==> src/rtl/register_file_mp_if.sv <==
// Bus interface for register_file_mp: clear control, two write lanes and
// NUM_RD packed read ports. The datapath side drives through "master",
// the register file sits on "slave".
interface register_file_mp_if #(
    parameter int ADDR_W = 5,
    parameter int DATA_W = 32,
    parameter int NUM_RD = 2
);
    logic                     clr_req;
    logic                     busy;
    logic                     wr0_en;
    logic [ADDR_W-1:0]        wr0_addr;
    logic [DATA_W-1:0]        wr0_data;
    logic                     wr1_en;
    logic [ADDR_W-1:0]        wr1_addr;
    logic [DATA_W-1:0]        wr1_data;
    logic [NUM_RD*ADDR_W-1:0] rd_addr;
    logic [NUM_RD*DATA_W-1:0] rd_data;

    modport master (
        output clr_req, wr0_en, wr0_addr, wr0_data,
               wr1_en, wr1_addr, wr1_data, rd_addr,
        input  busy, rd_data
    );

    modport slave (
        input  clr_req, wr0_en, wr0_addr, wr0_data,
               wr1_en, wr1_addr, wr1_data, rd_addr,
        output busy, rd_data
    );
endinterface

==> src/rtl/register_file_mp.sv <==
// Multi-port register file: NUM_RD combinational read ports, two write
// lanes (lane 1 has priority on a shared address). The array has no reset
// of its own; a clear walks through it one entry per cycle so it can map
// onto distributed RAM. Optional feature macro: RF_BYPASS_EN, which makes a
// read of an address being written this cycle return the write data.
module register_file_mp #(
    parameter int ADDR_W   = 5,
    parameter int DATA_W   = 32,
    parameter int NUM_RD   = 2,
    parameter int ZERO_REG = 1
) (
    input  logic               clk,
    input  logic               rst,
    register_file_mp_if.slave  bus
);

    localparam int                DEPTH = 2 ** ADDR_W;
    localparam logic [ADDR_W-1:0] LAST  = '1;
    localparam bit                ZR    = (ZERO_REG != 0);

    typedef enum logic {
        IDLE,
        CLEAR
    } state_t;

    state_t            state;
    state_t            state_next;
    logic [ADDR_W-1:0] clr_ptr;
    logic [ADDR_W-1:0] clr_ptr_next;
    logic              busy;
    logic              wr0_ok;
    logic              wr1_ok;
    logic [DATA_W-1:0] mem [DEPTH];
    logic [NUM_RD*DATA_W-1:0] rd_bus;

    assign busy     = (state == CLEAR);
    assign bus.busy = busy;

    assign wr0_ok = bus.wr0_en && !busy && !(ZR && (bus.wr0_addr == '0));
    assign wr1_ok = bus.wr1_en && !busy && !(ZR && (bus.wr1_addr == '0));

    // State and clear pointer registers; reset always (re)starts a full clear.
    always_ff @(posedge clk) begin
        if (rst) begin
            state   <= CLEAR;
            clr_ptr <= '0;
        end else begin
            state   <= state_next;
            clr_ptr <= clr_ptr_next;
        end
    end

    // Next-state: IDLE accepts a clear request, CLEAR walks the pointer to the last entry.
    always_comb begin
        state_next   = state;
        clr_ptr_next = clr_ptr;
        case (state)
            IDLE: begin
                if (bus.clr_req) begin
                    state_next   = CLEAR;
                    clr_ptr_next = '0;
                end
            end
            CLEAR: begin
                clr_ptr_next = clr_ptr + 1'b1;
                if (clr_ptr == LAST) begin
                    state_next = IDLE;
                end
            end
            default: begin
                state_next   = IDLE;
                clr_ptr_next = '0;
            end
        endcase
    end

    // Array update: clearing owns the array while busy, otherwise lane 1 is written last so it wins.
    always_ff @(posedge clk) begin
        if (busy) begin
            mem[clr_ptr] <= '0;
        end else begin
            if (wr0_ok) begin
                mem[bus.wr0_addr] <= bus.wr0_data;
            end
            if (wr1_ok) begin
                mem[bus.wr1_addr] <= bus.wr1_data;
            end
        end
    end

    // Combinational read ports with optional write bypass, masked while busy and for hardwired r0.
    always_comb begin
        logic [ADDR_W-1:0] ra;
        logic [DATA_W-1:0] word;
        rd_bus = '0;
        ra     = '0;
        word   = '0;
        for (int k = 0; k < NUM_RD; k++) begin
            ra   = bus.rd_addr[k*ADDR_W +: ADDR_W];
            word = mem[ra];
`ifdef RF_BYPASS_EN
            if (wr1_ok && (bus.wr1_addr == ra)) begin
                word = bus.wr1_data;
            end else if (wr0_ok && (bus.wr0_addr == ra)) begin
                word = bus.wr0_data;
            end
`else
            word = mem[ra];
`endif
            if (busy || (ZR && (ra == '0))) begin
                word = '0;
            end
            rd_bus[k*DATA_W +: DATA_W] = word;
        end
    end

    assign bus.rd_data = rd_bus;

endmodule
==> src/flat_wrapper.sv <==
// flat-port wrapper written by rule: the top's interface ports become plain ports
module register_file_mp_flat 
#(
    parameter int ADDR_W   = 5,
    parameter int DATA_W   = 32,
    parameter int NUM_RD   = 2,
    parameter int ZERO_REG = 1
)
  (clk, rst, bus_clr_req, bus_wr0_en, bus_wr0_addr, bus_wr0_data, bus_wr1_en, bus_wr1_addr, bus_wr1_data, bus_rd_addr, bus_busy, bus_rd_data);
  register_file_mp_if #(.ADDR_W(ADDR_W), .DATA_W(DATA_W), .NUM_RD(NUM_RD)) bus_i ();
  input  logic clk;
  input  logic rst;
  input wire logic [$bits(bus_i.clr_req)-1:0] bus_clr_req;
  input wire logic [$bits(bus_i.wr0_en)-1:0] bus_wr0_en;
  input wire logic [$bits(bus_i.wr0_addr)-1:0] bus_wr0_addr;
  input wire logic [$bits(bus_i.wr0_data)-1:0] bus_wr0_data;
  input wire logic [$bits(bus_i.wr1_en)-1:0] bus_wr1_en;
  input wire logic [$bits(bus_i.wr1_addr)-1:0] bus_wr1_addr;
  input wire logic [$bits(bus_i.wr1_data)-1:0] bus_wr1_data;
  input wire logic [$bits(bus_i.rd_addr)-1:0] bus_rd_addr;
  output wire logic [$bits(bus_i.busy)-1:0] bus_busy;
  output wire logic [$bits(bus_i.rd_data)-1:0] bus_rd_data;
  assign bus_i.clr_req = bus_clr_req;
  assign bus_i.wr0_en = bus_wr0_en;
  assign bus_i.wr0_addr = bus_wr0_addr;
  assign bus_i.wr0_data = bus_wr0_data;
  assign bus_i.wr1_en = bus_wr1_en;
  assign bus_i.wr1_addr = bus_wr1_addr;
  assign bus_i.wr1_data = bus_wr1_data;
  assign bus_i.rd_addr = bus_rd_addr;
  assign bus_busy = bus_i.busy;
  assign bus_rd_data = bus_i.rd_data;
  register_file_mp #(.ADDR_W(ADDR_W), .DATA_W(DATA_W), .NUM_RD(NUM_RD), .ZERO_REG(ZERO_REG)) u_core (.clk(clk), .rst(rst), .bus(bus_i));
endmodule
==> config.mk <==
export PLATFORM = sky130hd
export DESIGN_NAME = register_file_mp_flat
export DESIGN_NICKNAME = d
export VERILOG_FILES = /design/src/rtl/register_file_mp_if.sv /design/src/rtl/register_file_mp.sv /design/src/flat_wrapper.sv
export SDC_FILE = /design/constraint.sdc
export NUM_CORES = 2
export LEC_CHECK = 0
export ABC_AREA = 1
export CAP_MARGIN = 40
export CORE_ASPECT_RATIO = 0.75
export CORE_UTILIZATION = 30
export DETAILED_ROUTE_END_ITERATION = 10
export PLACE_DENSITY_LB_ADDON = 0.12
export SLEW_MARGIN = 20
export SYNTH_ARGS = -nofsm -noshare
export SYNTH_HDL_FRONTEND = slang
export SYNTH_SLANG_ARGS = --single-unit
==> constraint.sdc <==
create_clock -name clk -period 2.46 [get_ports clk]
set_input_delay 0.369 -clock clk [delete_from_list [all_inputs] [get_ports clk]]
set_output_delay 0.369 -clock clk [all_outputs]
set_load 0.1 [all_outputs]
### After elaboration in Yosys (flattened, before gate mapping)

Memories as Yosys holds them, arrays and structs flattened.
Index checks and enable logic that the tools add are counted.

* add/sub/neg operators: 1
* equality and inequality tests: 2
* muxes and demuxes: 18
* bitwise operators: 1
* reduce and logical (&&, ||, !) cells: 14

Operator list (number)
* $mux W32: 3
* $reduce_or A32 Y1: 1
* $logic_not A5 Y1: 4
* $mux W1: 11
* $mux W5: 2
* $pmux W5 S2: 1
* $add A5 B1 Y5 const B: 1
* $eq A5 B5 Y1 const B: 1
* $logic_and A1 B1 Y1: 4
* $logic_not A1 Y1: 3
* $logic_or A1 B1 Y1: 2
* $ne A2 B2 Y1 const B: 1
* $pmux W1 S2: 1
* $not A1 Y1: 1

* register bits: 6
* memory bits (writable): 1024
* bits of input ports: 89
* word-level logic and storage cells: 39
* memories kept: 1

Memories
* u_core.mem: words 32, bits a word 32, read ports 2, clocked after Yosys merged registers in 0, wr ports 2, line register_file_mp.sv:33 `logic [DATA_W-1:0] mem [DEPTH];`

### Logic depth before layout (Yosys ltp)

* word-level depth: 8
* gate-level depth with buffers: 12

### Worst setup path after synthesis

OpenSTA, ideal clock, no wires.

* kind: input to output
* from: in bus_rd_addr[5]
* to: out bus_rd_data[33]
* arrival time: 2.789 ns
* path slack: -0.698 ns
* stages on the path: 9
* buffers on the path: 4
* path through: buf_2 > buf_4 > buf_4 > buf_2 > o21ai_0 > a21oi_1 > nand3_1 > nand3_1 > a21oi_1

* word-level cells in the longest chain between the ends: 3
* elaborated cells on any way between the ends: 4

RTL lines
* start: declaration: line flat_wrapper.sv:20 `input wire logic [$bits(bus_i.rd_addr)-1:0] bus_rd_addr;`
* branches (longest 2 deep; another with $mem_v2 Z32 W32)
* $mux W32 *: line register_file_mp.sv:110 `if (busy || (ZR && (ra == '0))) begin`
* end: declaration: line flat_wrapper.sv:22 `output wire logic [$bits(bus_i.rd_data)-1:0] bus_rd_data;`

Every way passes the cells marked *.

==> qor.yml <==
worstMarginPinSlew_ns: 0.642
drtIter0Drc: 9483
initial_core_util_pct: 30.2
ios: 154
synth_simple_gate_area_share_pct: 32.7
powerDensity_nw_per_um2: 536
grt_usage_pct: 28.8
hold_buffers: 0
fin_ws_ns: -0.105
status: "complete, but fails checks"
ant_nets: 0
drive_above_1_share_pct: 18.3
yosysUniqueCellTypes: 33
reg2regPathDepth: 9
dr_total_vias: 63307
die_width_um: 532
rsz0062_at_grt: "true"
wl_per_cell_um: 27.2
worstPathArrival_ns: 2.20
hold_viol_final: 0
yosysTopAreaCellShare_pct: 48.7
synthesis.yosys.warnings: 0
seq_power_share_pct: 44.2
syn_area_sq_um: 63100
pwr-share-comb_pct: 14.0
numCtsBuffers: 117
period_needed_ns: 2.56
synthTopCellsByCount: "nand2_1, nand3_1, edfxtp_1"
start_kind: "flip-flop"
max_freq_mhz: 390
syn_inst: 8478
cp_slowest_stage_delay_ns: 0.35
hold_slack_ns: 0.243
remaining_drc_errors: 0
antenna_cells: 0
dp_cells: 11318
gp_congestion: 0.930
grt_pass1_wl_mm: 442
synth.area.top_cells: "edfxtp_1, nand2_1, nand3_1, o21ai_0, buf_2"
htreeDepth: 3
wl_mm: 315
grt_start_max_net_pins: 65
cp_slowest_cell: "edfxtp_1"
synthArstFlopShare_pct: 0
fin_skew_ns: 0.0210
synth_xor_area_share_pct: 0
path_cells: "nand2_1 -> nand2_1 -> nand2_1 -> nand2_1 -> nor2_2 -> nand2_2 -> nand3_4 -> a21oi_4 -> buf_6 -> buf_12"
core_area_sq_um: 209000
synth_top_family_by_area: "simple AND/OR/NAND/NOR gates"
grt.overflow.total: 0
power_frac_clock_pct: 41.8
clockBufferDepth: 3
clkLatencyLatePin_ns: 0.79
hold_path.class: "primary input to flip-flop"
switching_power_mw: 12.4
fin_nets: 8758
final-setup-viol-count: 43
instances_no_fill: 11558
required_ns: 2.09
synth_compound_area_share_pct: 11.2
cp_max_fo: 2
drv_cap: 0
muxShareOfSynthArea_pct: 0
first_pass_iters: 6
ys_ff_latch: 1030
crit_path_frequent_cell: "nand2_1"
synth-seq-area-share_pct: 48.9
p_sw_share_pct: 28.3
placement.io_buffers: 153
yosys.area.top_type: "edfxtp_1"
grt_antenna_before_repair: 2
ir_worst_vdd_mv: 0.568
cts_root_buf: "clkbuf_16"
avgSynthCellArea_sq_um: 7.44
violations: "negative setup slack"
syn_nets: 8569
area_growth_pct: 29.2
hold-path-cell-count: 2
place_hpwl_mm: 203
end_kind: "primary output"
grt_pass1_vias: 57835
slew_violations: 0
ys.flop_type: "edfxtp_1"
die_area_sq_um: 212000
p_leak_nw: 31.2
cts_tree: "yes"
path_class: "flip-flop to primary output"
clk_pin_slew_ns: 0.07
finalCritPeriodShare_pct: 104
yosysMostFrequentCell: "nand2_1"
viasPerCell: 5.48
yosys.area_share.adder_pct: 0.0397
cts_sinks: 1030
die_h_um: 399
synth_edf_count: 1024
rows: 145
p_int_mw: 31.3
max-slew-margin-rel_pct: 57.2
-- critical path, delay by kind of cell, from the launching register on --
family                 cells  cell delay (ns)
and+or+nand+nor            7             0.55
DFF                        1             0.35
AOI/OAI and AO/OA          1             0.19
buffers and inverters      2             0.31
-- power groups by stage --
stage	clock network [mW]	logic, mW	registers (mW)
2_1_floorplan	0	2.57	19.6
3_3_place_gp	0	5.29	19.7
3_5_place_dp	0	5.30	19.7
4_1_cts	18.4	5.74	19.3
5_1_grt	19.0	6.42	19.3
6_report	18.3	6.12	19.3
-- path summary, 6_finish.rpt --
kind	startpoint	end	slack (ns)
worst min register to register	u_core.clr_ptr[1]	u_core.clr_ptr[1]	0.55
worst max register to register	u_core.bus.busy	u_core.mem[0][17]	0.10
worst min-delay path	rst	u_core.clr_ptr[1]	0.24
worst max-delay path	u_core.mem[16][24]	bus_rd_data[56]	-0.10
-- stage by stage --
stage / util (%) / setup TNS [ns] / setup slack (ns) / power, mW / instance area (sq um)
6_report: 39.1 / -1.88 / -0.105 / 43.7 / 81500
5_1_grt: 39.1 / -5.24 / -0.187 / 44.7 / 81500
4_1_cts: 38.4 / -3.48 / -0.123 / 43.4 / 80100
3_5_place_dp: 35.4 / -161.84 / -0.293 / 25.0 / 73900
3_3_place_gp: 35.4 / -203.58 / -0.310 / 25.0 / 73900
2_1_floorplan: - / -9.16 / -0.155 / 22.2 / 63400
-- registers in the layout, summed over array words and instances (netlist names) --
name             cells
u_core.bus.busy      1
u_core.clr_ptr       5
u_core.mem        1024
-- layout by cell type (no fill, tap or decap), types with 35 or more instances in the layout --
cell                n
nand2_1          3720
a21oi_2            59
nand3_4           106
edfxtp_1         1024
o21ai_0           728
nor2_1             73
clkdlybuf4s50_1    78
buf_12            317
clkbuf_16         127
o21ai_1           337
buf_4             397
nand3_1           775
nor2_2             60
a21oi_1           222
inv_1             145
buf_6              35
a21oi_4            53
nand3_2           223
nand2_2            80
-- final cells by class --
type	instances	area, sq um
repair inverters	1	11.3
well taps	2793	3490
clock inverters	78	653
multi-input cells	6475	31300
repair buffers	855	11200
fillers	20838	127000
flip-flops and latches	1030	30900
inverters	187	782
clock buffers	139	3150
-- cells by family (layout without fill, tap and decap cells) --
group / after synthesis / after routing
AND/OR/NAND/NOR: 5067 / 5067
AO/OA/AOI/OAI: 1406 / 1406
flip-flops: 1030 / 1030
adder cells (fa/ha/maj): 2 / 2
buffers and inverters: 973 / 1260
-- metal layers --
metal	global-route usage (%)	part of all wire, %	vias to the layer above
li1	-	-	28690
met1	41.8	44	30339
met2	44.0	43	3782
met3	4.05	9.7	496
met4	9.16	3.3	0
met5	0	0	-
-- timing repair --
action	in CTS	in global routing
cloned	3	6
endpoints found under the setup margin	64	64
setup buffers	9	15
gates resized for setup	429	253
pin swaps	240	226
(Power assumes the default switching activity.)
